`src/rtl/id_ex_stage_pkg.sv`:
```
// Shared types and constants for the ID/EX pipeline register: forwarding-select
// encoding and the default control-bundle width.
package pipe_pkg;

    localparam int CTRL_W_DEF = 16;

    typedef logic [1:0] fwd_sel_t;

    localparam fwd_sel_t FWD_NONE = 2'b00;
    localparam fwd_sel_t FWD_MEM  = 2'b01;
    localparam fwd_sel_t FWD_EX   = 2'b10;

    localparam logic [CTRL_W_DEF-1:0] CTRL_BUBBLE = '0;

endpackage

```
`src/rtl/id_ex_stage_if.sv`:
```
// ID-to-EX bundle: decoded ID fields and pipeline controls in, registered EX
// fields and the stall request out.
interface id_ex_stage_if #(
    parameter int XLEN       = 32,
    parameter int REG_ADDR_W = 5,
    parameter int CTRL_W     = 16
);
    import pipe_pkg::*;

    logic                  id_valid;
    logic [XLEN-1:0]       id_pc;
    logic [REG_ADDR_W-1:0] id_rs1;
    logic [REG_ADDR_W-1:0] id_rs2;
    logic                  id_use_rs1;
    logic                  id_use_rs2;
    logic [XLEN-1:0]       id_rs1_data;
    logic [XLEN-1:0]       id_rs2_data;
    logic [XLEN-1:0]       id_imm;
    logic [CTRL_W-1:0]     id_ctrl;
    logic [REG_ADDR_W-1:0] id_rd;
    logic                  id_regwen;
    logic                  id_memread;
    logic [REG_ADDR_W-1:0] mem_rd;
    logic                  mem_regwen;
    logic                  ex_flush;
    logic                  stall_ext;

    logic                  stall_id;
    logic                  ex_valid;
    logic                  ex_regwen;
    logic                  ex_memread;
    logic [XLEN-1:0]       ex_pc;
    logic [XLEN-1:0]       ex_rs1_data;
    logic [XLEN-1:0]       ex_rs2_data;
    logic [XLEN-1:0]       ex_imm;
    logic [CTRL_W-1:0]     ex_ctrl;
    logic [REG_ADDR_W-1:0] ex_rd;
    logic [REG_ADDR_W-1:0] ex_rs1;
    logic [REG_ADDR_W-1:0] ex_rs2;
    fwd_sel_t              ex_fwd_a;
    fwd_sel_t              ex_fwd_b;
    logic [31:0]           bubble_cnt;

    modport master (
        output id_valid, id_pc, id_rs1, id_rs2, id_use_rs1, id_use_rs2,
               id_rs1_data, id_rs2_data, id_imm, id_ctrl, id_rd, id_regwen,
               id_memread, mem_rd, mem_regwen, ex_flush, stall_ext,
        input  stall_id, ex_valid, ex_regwen, ex_memread, ex_pc, ex_rs1_data,
               ex_rs2_data, ex_imm, ex_ctrl, ex_rd, ex_rs1, ex_rs2,
               ex_fwd_a, ex_fwd_b, bubble_cnt
    );

    modport slave (
        input  id_valid, id_pc, id_rs1, id_rs2, id_use_rs1, id_use_rs2,
               id_rs1_data, id_rs2_data, id_imm, id_ctrl, id_rd, id_regwen,
               id_memread, mem_rd, mem_regwen, ex_flush, stall_ext,
        output stall_id, ex_valid, ex_regwen, ex_memread, ex_pc, ex_rs1_data,
               ex_rs2_data, ex_imm, ex_ctrl, ex_rd, ex_rs1, ex_rs2,
               ex_fwd_a, ex_fwd_b, bubble_cnt
    );

endinterface

```
`src/rtl/id_ex_stage_hazard.sv`:
```
// Combinational load-use detection and operand-forwarding select generation
// for the instruction currently in ID.
module id_ex_hazard
    import pipe_pkg::*;
#(
    parameter int REG_ADDR_W = 5
) (
    input  logic                  ex_valid,
    input  logic                  ex_regwen,
    input  logic                  ex_memread,
    input  logic [REG_ADDR_W-1:0] ex_rd,
    input  logic                  id_valid,
    input  logic                  id_use_rs1,
    input  logic                  id_use_rs2,
    input  logic [REG_ADDR_W-1:0] id_rs1,
    input  logic [REG_ADDR_W-1:0] id_rs2,
    input  logic [REG_ADDR_W-1:0] mem_rd,
    input  logic                  mem_regwen,
    output logic                  hazard,
    output fwd_sel_t              fwd_a,
    output fwd_sel_t              fwd_b
);

    // The younger producer (in EX) holds the newer value, so it wins over MEM.
    function automatic fwd_sel_t pick_fwd(
        input logic                  use_rs,
        input logic [REG_ADDR_W-1:0] rs,
        input logic                  ex_wr,
        input logic [REG_ADDR_W-1:0] ex_dst,
        input logic                  mem_wr,
        input logic [REG_ADDR_W-1:0] mem_dst
    );
        if (!use_rs || rs == '0)        return FWD_NONE;
        if (ex_wr && ex_dst == rs)      return FWD_EX;
        if (mem_wr && mem_dst == rs)    return FWD_MEM;
        return FWD_NONE;
    endfunction

    logic ex_load;
    logic ex_wr;

    assign ex_load = ex_valid && ex_memread && (ex_rd != '0);
    assign ex_wr   = ex_valid && ex_regwen;

    assign hazard = ex_load && id_valid &&
                    ((id_use_rs1 && id_rs1 == ex_rd) ||
                     (id_use_rs2 && id_rs2 == ex_rd));

    assign fwd_a = pick_fwd(id_use_rs1, id_rs1, ex_wr, ex_rd, mem_regwen, mem_rd);
    assign fwd_b = pick_fwd(id_use_rs2, id_rs2, ex_wr, ex_rd, mem_regwen, mem_rd);

endmodule

```
`src/rtl/id_ex_stage.sv`:
```
// ID/EX pipeline register: captures decoded ID fields into EX, inserting bubbles
// on load-use hazards and branch flushes and freezing on an external stall.
module id_ex_stage
    import pipe_pkg::*;
#(
    parameter int XLEN       = 32,
    parameter int REG_ADDR_W = 5,
    parameter int CTRL_W     = CTRL_W_DEF
) (
    input  logic         clk,
    input  logic         rst,
    id_ex_stage_if.slave bus
);

    typedef struct packed {
        logic                  valid;
        logic                  regwen;
        logic                  memread;
        logic [XLEN-1:0]       pc;
        logic [XLEN-1:0]       rs1_data;
        logic [XLEN-1:0]       rs2_data;
        logic [XLEN-1:0]       imm;
        logic [CTRL_W-1:0]     ctrl;
        logic [REG_ADDR_W-1:0] rd;
        logic [REG_ADDR_W-1:0] rs1;
        logic [REG_ADDR_W-1:0] rs2;
        fwd_sel_t              fwd_a;
        fwd_sel_t              fwd_b;
    } ex_entry_t;

    ex_entry_t   ex_q;
    ex_entry_t   ex_nxt;
    logic [31:0] bubble_q;
    logic        hazard;
    fwd_sel_t    fwd_a;
    fwd_sel_t    fwd_b;

    id_ex_hazard #(
        .REG_ADDR_W (REG_ADDR_W)
    ) u_hazard (
        .ex_valid   (ex_q.valid),
        .ex_regwen  (ex_q.regwen),
        .ex_memread (ex_q.memread),
        .ex_rd      (ex_q.rd),
        .id_valid   (bus.id_valid),
        .id_use_rs1 (bus.id_use_rs1),
        .id_use_rs2 (bus.id_use_rs2),
        .id_rs1     (bus.id_rs1),
        .id_rs2     (bus.id_rs2),
        .mem_rd     (bus.mem_rd),
        .mem_regwen (bus.mem_regwen),
        .hazard     (hazard),
        .fwd_a      (fwd_a),
        .fwd_b      (fwd_b)
    );

    // Flush overrides both stall sources: the ID instruction is dead anyway.
    assign bus.stall_id = !bus.ex_flush && (bus.stall_ext || hazard);

    always_comb begin
        // NOTE: defaulting the whole entry first keeps this block latch-free and
        // makes "all zero" the bubble for every path that does not load.
        ex_nxt = '0;
        if (!bus.ex_flush && !hazard && bus.id_valid) begin
            ex_nxt.valid    = 1'b1;
            ex_nxt.regwen   = bus.id_regwen;
            ex_nxt.memread  = bus.id_memread;
            ex_nxt.pc       = bus.id_pc;
            ex_nxt.rs1_data = bus.id_rs1_data;
            ex_nxt.rs2_data = bus.id_rs2_data;
            ex_nxt.imm      = bus.id_imm;
            ex_nxt.ctrl     = bus.id_ctrl;
            ex_nxt.rd       = bus.id_rd;
            ex_nxt.rs1      = bus.id_rs1;
            ex_nxt.rs2      = bus.id_rs2;
            ex_nxt.fwd_a    = fwd_a;
            ex_nxt.fwd_b    = fwd_b;
        end
    end

    // NOTE: state registers use non-blocking assignments so every flop samples
    // the pre-edge values, independent of statement order.
    always_ff @(posedge clk) begin
        if (rst) begin
            ex_q     <= '0;
            bubble_q <= '0;
        end else begin
            if (bus.ex_flush || !bus.stall_ext)
                ex_q <= ex_nxt;
            if (!bus.ex_flush && !bus.stall_ext && hazard && bubble_q != '1)
                bubble_q <= bubble_q + 32'd1;
        end
    end

    assign bus.ex_valid    = ex_q.valid;
    assign bus.ex_regwen   = ex_q.regwen;
    assign bus.ex_memread  = ex_q.memread;
    assign bus.ex_pc       = ex_q.pc;
    assign bus.ex_rs1_data = ex_q.rs1_data;
    assign bus.ex_rs2_data = ex_q.rs2_data;
    assign bus.ex_imm      = ex_q.imm;
    assign bus.ex_ctrl     = ex_q.ctrl;
    assign bus.ex_rd       = ex_q.rd;
    assign bus.ex_rs1      = ex_q.rs1;
    assign bus.ex_rs2      = ex_q.rs2;
    assign bus.ex_fwd_a    = ex_q.fwd_a;
    assign bus.ex_fwd_b    = ex_q.fwd_b;
    assign bus.bubble_cnt  = bubble_q;

endmodule

```
`src/flat_wrapper.sv`:
```
// flat-port wrapper written by rule: the top's interface ports become plain ports
module id_ex_stage_flat import pipe_pkg::*;
#(
    parameter int XLEN       = 32,
    parameter int REG_ADDR_W = 5,
    parameter int CTRL_W     = CTRL_W_DEF
)
  (clk, rst, bus_id_valid, bus_id_pc, bus_id_rs1, bus_id_rs2, bus_id_use_rs1, bus_id_use_rs2, bus_id_rs1_data, bus_id_rs2_data, bus_id_imm, bus_id_ctrl, bus_id_rd, bus_id_regwen, bus_id_memread, bus_mem_rd, bus_mem_regwen, bus_ex_flush, bus_stall_ext, bus_stall_id, bus_ex_valid, bus_ex_regwen, bus_ex_memread, bus_ex_pc, bus_ex_rs1_data, bus_ex_rs2_data, bus_ex_imm, bus_ex_ctrl, bus_ex_rd, bus_ex_rs1, bus_ex_rs2, bus_ex_fwd_a, bus_ex_fwd_b, bus_bubble_cnt);
  id_ex_stage_if #(.XLEN(XLEN), .REG_ADDR_W(REG_ADDR_W), .CTRL_W(CTRL_W)) bus_i ();
  input  logic clk;
  input  logic rst;
  input wire logic [$bits(bus_i.id_valid)-1:0] bus_id_valid;
  input wire logic [$bits(bus_i.id_pc)-1:0] bus_id_pc;
  input wire logic [$bits(bus_i.id_rs1)-1:0] bus_id_rs1;
  input wire logic [$bits(bus_i.id_rs2)-1:0] bus_id_rs2;
  input wire logic [$bits(bus_i.id_use_rs1)-1:0] bus_id_use_rs1;
  input wire logic [$bits(bus_i.id_use_rs2)-1:0] bus_id_use_rs2;
  input wire logic [$bits(bus_i.id_rs1_data)-1:0] bus_id_rs1_data;
  input wire logic [$bits(bus_i.id_rs2_data)-1:0] bus_id_rs2_data;
  input wire logic [$bits(bus_i.id_imm)-1:0] bus_id_imm;
  input wire logic [$bits(bus_i.id_ctrl)-1:0] bus_id_ctrl;
  input wire logic [$bits(bus_i.id_rd)-1:0] bus_id_rd;
  input wire logic [$bits(bus_i.id_regwen)-1:0] bus_id_regwen;
  input wire logic [$bits(bus_i.id_memread)-1:0] bus_id_memread;
  input wire logic [$bits(bus_i.mem_rd)-1:0] bus_mem_rd;
  input wire logic [$bits(bus_i.mem_regwen)-1:0] bus_mem_regwen;
  input wire logic [$bits(bus_i.ex_flush)-1:0] bus_ex_flush;
  input wire logic [$bits(bus_i.stall_ext)-1:0] bus_stall_ext;
  output wire logic [$bits(bus_i.stall_id)-1:0] bus_stall_id;
  output wire logic [$bits(bus_i.ex_valid)-1:0] bus_ex_valid;
  output wire logic [$bits(bus_i.ex_regwen)-1:0] bus_ex_regwen;
  output wire logic [$bits(bus_i.ex_memread)-1:0] bus_ex_memread;
  output wire logic [$bits(bus_i.ex_pc)-1:0] bus_ex_pc;
  output wire logic [$bits(bus_i.ex_rs1_data)-1:0] bus_ex_rs1_data;
  output wire logic [$bits(bus_i.ex_rs2_data)-1:0] bus_ex_rs2_data;
  output wire logic [$bits(bus_i.ex_imm)-1:0] bus_ex_imm;
  output wire logic [$bits(bus_i.ex_ctrl)-1:0] bus_ex_ctrl;
  output wire logic [$bits(bus_i.ex_rd)-1:0] bus_ex_rd;
  output wire logic [$bits(bus_i.ex_rs1)-1:0] bus_ex_rs1;
  output wire logic [$bits(bus_i.ex_rs2)-1:0] bus_ex_rs2;
  output wire logic [$bits(bus_i.ex_fwd_a)-1:0] bus_ex_fwd_a;
  output wire logic [$bits(bus_i.ex_fwd_b)-1:0] bus_ex_fwd_b;
  output wire logic [$bits(bus_i.bubble_cnt)-1:0] bus_bubble_cnt;
  assign bus_i.id_valid = bus_id_valid;
  assign bus_i.id_pc = bus_id_pc;
  assign bus_i.id_rs1 = bus_id_rs1;
  assign bus_i.id_rs2 = bus_id_rs2;
  assign bus_i.id_use_rs1 = bus_id_use_rs1;
  assign bus_i.id_use_rs2 = bus_id_use_rs2;
  assign bus_i.id_rs1_data = bus_id_rs1_data;
  assign bus_i.id_rs2_data = bus_id_rs2_data;
  assign bus_i.id_imm = bus_id_imm;
  assign bus_i.id_ctrl = bus_id_ctrl;
  assign bus_i.id_rd = bus_id_rd;
  assign bus_i.id_regwen = bus_id_regwen;
  assign bus_i.id_memread = bus_id_memread;
  assign bus_i.mem_rd = bus_mem_rd;
  assign bus_i.mem_regwen = bus_mem_regwen;
  assign bus_i.ex_flush = bus_ex_flush;
  assign bus_i.stall_ext = bus_stall_ext;
  assign bus_stall_id = bus_i.stall_id;
  assign bus_ex_valid = bus_i.ex_valid;
  assign bus_ex_regwen = bus_i.ex_regwen;
  assign bus_ex_memread = bus_i.ex_memread;
  assign bus_ex_pc = bus_i.ex_pc;
  assign bus_ex_rs1_data = bus_i.ex_rs1_data;
  assign bus_ex_rs2_data = bus_i.ex_rs2_data;
  assign bus_ex_imm = bus_i.ex_imm;
  assign bus_ex_ctrl = bus_i.ex_ctrl;
  assign bus_ex_rd = bus_i.ex_rd;
  assign bus_ex_rs1 = bus_i.ex_rs1;
  assign bus_ex_rs2 = bus_i.ex_rs2;
  assign bus_ex_fwd_a = bus_i.ex_fwd_a;
  assign bus_ex_fwd_b = bus_i.ex_fwd_b;
  assign bus_bubble_cnt = bus_i.bubble_cnt;
  id_ex_stage #(.XLEN(XLEN), .REG_ADDR_W(REG_ADDR_W), .CTRL_W(CTRL_W)) u_core (.clk(clk), .rst(rst), .bus(bus_i));
endmodule
```
`config.mk`:
```
export PLATFORM = sky130hd
export DESIGN_NAME = id_ex_stage_flat
export DESIGN_NICKNAME = d
export VERILOG_FILES = /design/src/rtl/id_ex_stage_pkg.sv /design/src/rtl/id_ex_stage_if.sv /design/src/rtl/id_ex_stage_hazard.sv /design/src/rtl/id_ex_stage.sv /design/src/flat_wrapper.sv
export SDC_FILE = /design/constraint.sdc
export NUM_CORES = 1
export LEC_CHECK = 0
export ABC_AREA = 1
export CORE_MARGIN = 4
export CORE_UTILIZATION = 46
export CTS_CLUSTER_SIZE = 30
export DETAILED_ROUTE_END_ITERATION = 12
export MAX_ROUTING_LAYER = met4
export PLACE_DENSITY = 0.88
export SYNTH_ARGS = -nofsm -noshare
export SYNTH_HDL_FRONTEND = slang
export SYNTH_HIERARCHICAL = 1
export SYNTH_SLANG_ARGS = --single-unit
export TNS_END_PERCENT = 100
```
`constraint.sdc`:
```
create_clock -name clk -period 4.3 [get_ports clk]
set_input_delay 1.075 -clock clk [delete_from_list [all_inputs] [get_ports clk]]
set_output_delay 1.075 -clock clk [all_outputs]
set_load 0.1 [all_outputs]
```
-- Word-level counts from Yosys, hierarchy flattened
Cells that the tools add are included.
- div/mod/pow operators: 0
- multipliers: 0
- bitwise gates (word level): 0
- reduce and logical (&&, ||, !) cells: 30
- shifts and indexed selects: 0
- magnitude comparators: 0
- mux-type cells: 25
- add/sub/neg operators: 1
- eq/ne operators: 7
- operators with widths (cell ; number):
    two-way mux 166 bit ; 1
    adder 32 x 1 -> 32 bit (second input constant) ; 1
    inequality test 32 bit (second input constant) ; 1
    equality test 5 bit ; 6
    two-way mux 2 bit ; 12
    logical AND 1 bit ; 17
    two-way mux 1 bit ; 12
    zero test 5 bit ; 2
    zero test 1 bit ; 5
    logical OR 1 bit ; 5
    nonzero test 5 bit ; 1
- bits in read-only memories: 0
- bits in registers: 198
- memories: 0
- bits of input ports: 174
- output and inout port bits: 199
- bits in writable memories: 0
- latch bits: 0

-- Depth between registers and ports, before layout
- depth after elaboration: 10
- mapped depth: 14
- gate-level depth less buffers: 14

-- By module
The synthesis kept the hierarchy.
- by module, submodules not included (module ; instances ; area an instance (um2) ; cells an instance):
    id_ex_stage ; 1 ; 8219.1 ; 1085
    id_ex_hazard ; 1 ; 396.6 ; 84

-- Worst setup path after synthesis
No wires, ideal clock.
- path kind: register -> output
- start: register u_core.ex_q (netlist bit u_core/bus.ex_rd[1])
- end: output port bus_stall_id
- slack: -0.498 ns
- arrival time: 3.723 ns
- stages on the path, launching flop included: 11
- required time: 3.225 ns
- cell sequence: dfxtp_1 > inv_1 > nand2_1 > nand2_1 > nor2_1 > nand4_1 > a21oi_1 > clkinv_1 > clkbuf_1 > buf_1 > a21oi_1
- cells in the longest elaborated chain, start to end: 6
- elaborated cells between the ends (all ways): 11
- those cells by class: 2 x eq/ne; 9 x reduce/logical
- RTL lines (what ; RTL line ; RTL):
    start, declared ; id_ex_stage.sv:31 ; ex_entry_t ex_q;
    start signal, assigned ; id_ex_stage.sv:89 ; ex_q <= ex_nxt;
    equality test 5 bit, or another cell as far along ; id_ex_stage_hazard.sv:46 ; ((id_use_rs1 && id_rs1 == ex_rd) ||
    logical AND 1 bit (on tied branches) ; id_ex_stage_hazard.sv:46, id_ex_stage_hazard.sv:42, id_ex_stage_hazard.sv:47 ;
    logical OR 1 bit or logical AND 1 bit (tied branches) ; id_ex_stage_hazard.sv:46, id_ex_stage_hazard.sv:45 ;
    logical AND 1 bit (*) ; id_ex_stage_hazard.sv:45 ; assign hazard = ex_load && id_valid &&
    net u_core.hazard ; id_ex_stage.sv:34 ; logic hazard;
    logical OR 1 bit (*) ; id_ex_stage.sv:58 ; assign bus.stall_id = !bus.ex_flush && (bus.stall_ext || hazard);
    logical AND 1 bit (*) ; id_ex_stage.sv:58 ;
    end, declared ; flat_wrapper.sv:29 ; output wire logic [$bits(bus_i.stall_id)-1:0] bus_stall_id;
Mark *: on every way through the listed nets, which the timed path passes. The rest lies on a longest branch.

-- Worst setup path after layout
- start: input port bus_id_rs1[2]
- end: output port bus_stall_id
- cells in the longest elaborated chain, start to end: 6
- RTL lines (what ; RTL line ; RTL):
    start, declared ; flat_wrapper.sv:14 ; input wire logic [$bits(bus_i.id_rs1)-1:0] bus_id_rs1;
    equality test 5 bit ; id_ex_stage_hazard.sv:46 ;
    logical AND 1 bit ; id_ex_stage_hazard.sv:46 ;
    logical OR 1 bit ; id_ex_stage_hazard.sv:46 ;
    logical AND 1 bit ; id_ex_stage_hazard.sv:45 ;
    net u_core.hazard ; id_ex_stage.sv:34 ;
    logical OR 1 bit ; id_ex_stage.sv:58 ;
    logical AND 1 bit ; id_ex_stage.sv:58 ;
The timed path passes the listed nets, and every way through them passes these cells.

==> metrics.txt <==
first-pass GRT wire length=~48000 um; net count reported at finish=between 1500 and 2000; Crit. End Element=output port; setup TNS=0 ns; share of layout cells above drive strength 1=approximately 5.1%; HPWL Detailed=~22000 um; Initial Util=around 47%; syn_nets=~1300; routed via count=~9800; Cell Pwr Density=approximately 320 nW/um2; clock buffer depth=2; Worst slew margin=21.8%; H-tree Lvls=4; count leader, synth=nand2_1; CTS buffer count=17; Ports=~370; Slew Viols, Final=0; Mapped Area=8620 um2; Tmin final=just over 4 ns; Tot Pwr=4170 uW; Core Area=between 15000 and 20000 um2; DRC viols=0; Synth area leader=dfxtp_1; WL/cell=roughly 19 um; final worst slack=0.256 ns; WL final=32700 um; cell row count=49; DRT antenna net count=0; CTS resizes=0; pre-CTS setup slack=between 0.2 and 0.3 ns; Max FO, Critical Path=4; Crit Path Class=in -> out; Avg Inst Size Synth=roughly 7.4 um2; RSZ-0062 raised after global routing=no; post-CTS setup buffer count=0; DR vias/cell=between 5 and 6; leakage power=0.00436 uW; # fillers=around 1400; synthesized flop and latch total=between 150 and 200; synth cell count leaders=nand2_1, dfxtp_1, a21oi_1; Hold Path Cell Cnt=2; worst-margin pin slew=between 1 and 1.5 ns; number of clock sinks=about 200; Max VDD drop=0.275 mV; CTS tree=built; Main synth FF type=dfxtp_1; Final Skew=about 0.015 ns; I/O Buffers=roughly 370; post-cts hold buffer count=0; Final Hold Vio Count=0; Worst R2R Path Depth=13; Synth async-reset ratio=0%; die width=between 100 and 150 um; CTS root buffer=clkbuf_16; Worst-path clk slew=approximately 0.070 ns; Setup violations, final=0; Worst Path Arrival=roughly 3.0 ns; Die H=around 140 um; Mapped Cells=between 1000 and 1500; area delta synth->final=50.2%; global placement routability congestion=between 0.9 and 1; synth warn=6; gr ovfl total=0; status=finished clean; Seq/Total Area, Yosys=46.0%; top cells by area, synth=dfxtp_1, nand4_1, nand2_1, a21oi_1, nor2_1; largest net degree at the start of global routing=~170; top cell type's share of synthesized area=a little under half; Achievable Freq=247 MHz; fin crit share=between 90% and 100%; vias in the first global route=about 9100; initial antenna violation count=3; post-synthesis cell type count=25; Initial DRC Count=between 800 and 900; Total GRT Usage=30.0%; clk_lat worst skew=around 0.44 ns; TritonRoute pass-1 iters=6; Worst Path Required=3.22 ns; HP Class=reg -> reg; die area=about 21000 um2; EDFF count, synth=0; startpoint type of the worst setup path=input pin; Util after Layout=71.1%; max capacitance violation total=0; Fin Hold WS=0.464 ns
where the power goes:
part	internal (uW)	switching, uW
Sequential	1860	17.9
Combinational	234	422
Clock	873	759
Total	2970	1200
sequential cells by signal, summed over array words and instances, names as in the netlist, 5 cells and up:
signal                  flops
u_core/bus.ex_rd            5
u_core/bus.bubble_cnt      32
u_core/bus.ex_imm          32
u_core/bus.ex_ctrl         16
u_core/bus.ex_rs1_data     32
u_core/bus.ex_rs2_data     32
u_core/bus.ex_pc           32
u_core/bus.ex_rs1           5
u_core/bus.ex_rs2           5
layer usage:
metal / vias up / GRT usage, % / share of wire, %
li1: 4640 / - / -
met1: 4515 / 34.9 / 37
met2: 509 / 46.8 / 48
met3: 114 / 9.66 / 10
met4: 0 / 14.5 / 4.9
met5: - / - / 0
metrics by stage:
step           instance area, um2  std cells
6_report                    12900       1715
5_1_grt                     12900       1713
4_1_cts                     12900       1710
3_5_place_dp                12300       1679
3_3_place_gp                12300       1679
2_1_floorplan                8620       1169
path summary, 6_finish.rpt:
check | startpoint | end | slack [ns]
min reg2reg | u_core/bus.ex_pc[24] | u_core/bus.ex_pc[24] | 0.46
min | u_core/bus.ex_pc[24] | u_core/bus.ex_pc[24] | 0.46
max reg2reg | u_core/bus.ex_rd[1] | u_core/bus.bubble_cnt[25] | 1.49
max | bus_id_rs1[2] | bus_stall_id | 0.26
cell type report:
| type | count | area, um2 | share of cell area [%] |
|---|---|---|---|
| repair buffers | 380 | 3830 | 29.6 |
| flip-flops and latches | 198 | 3960 | 30.6 |
| clock inverters | 14 | 165 | 1.28 |
| inverters | 42 | 160 | 1.24 |
| diodes | 5 | 12.5 | 0.0967 |
| well taps | 229 | 287 | 2.21 |
| multi-input cells | 830 | 4110 | 31.7 |
| clock buffers | 17 | 425 | 3.29 |
placed cells by master, fill, tap and decap left out, types with 17 or more instances in the layout:
master and count:
dfxtp_1 198, clkdlybuf4s50_1 369, nand3_1 41, nand2_1 273
nor2_1 84, inv_1 37, clkbuf_16 17, a21oi_1 196
nand4_1 178
cell families (layout without fill, tap and decap cells):
group                    Yosys count  in the layout  synth area share (%)
XOR/XNOR                          11             11                  1.12
buffers and inverters            141            453                  6.53
adder cells (fa/ha/maj)            1              1                 0.145
flip-flops                       198            198                  46.0
AO/OA/AOI/OAI                    202            202                  11.7
other                              0              5                     0
AND/OR/NAND/NOR                  616            616                  34.5
worst max-delay path, stage by stage:
cell,delay (ns)
clkdlybuf4s50_1,0.58
inv_1,0.09
nand2_1,0.07
nand2_1,0.06
nor2_2,0.12
nand4_1,0.12
a21oi_1,0.39
inv_4,0.08
a21oi_2,0.18
buf_12,0.20
No activity file was read; power rests on OpenSTA's default activity.
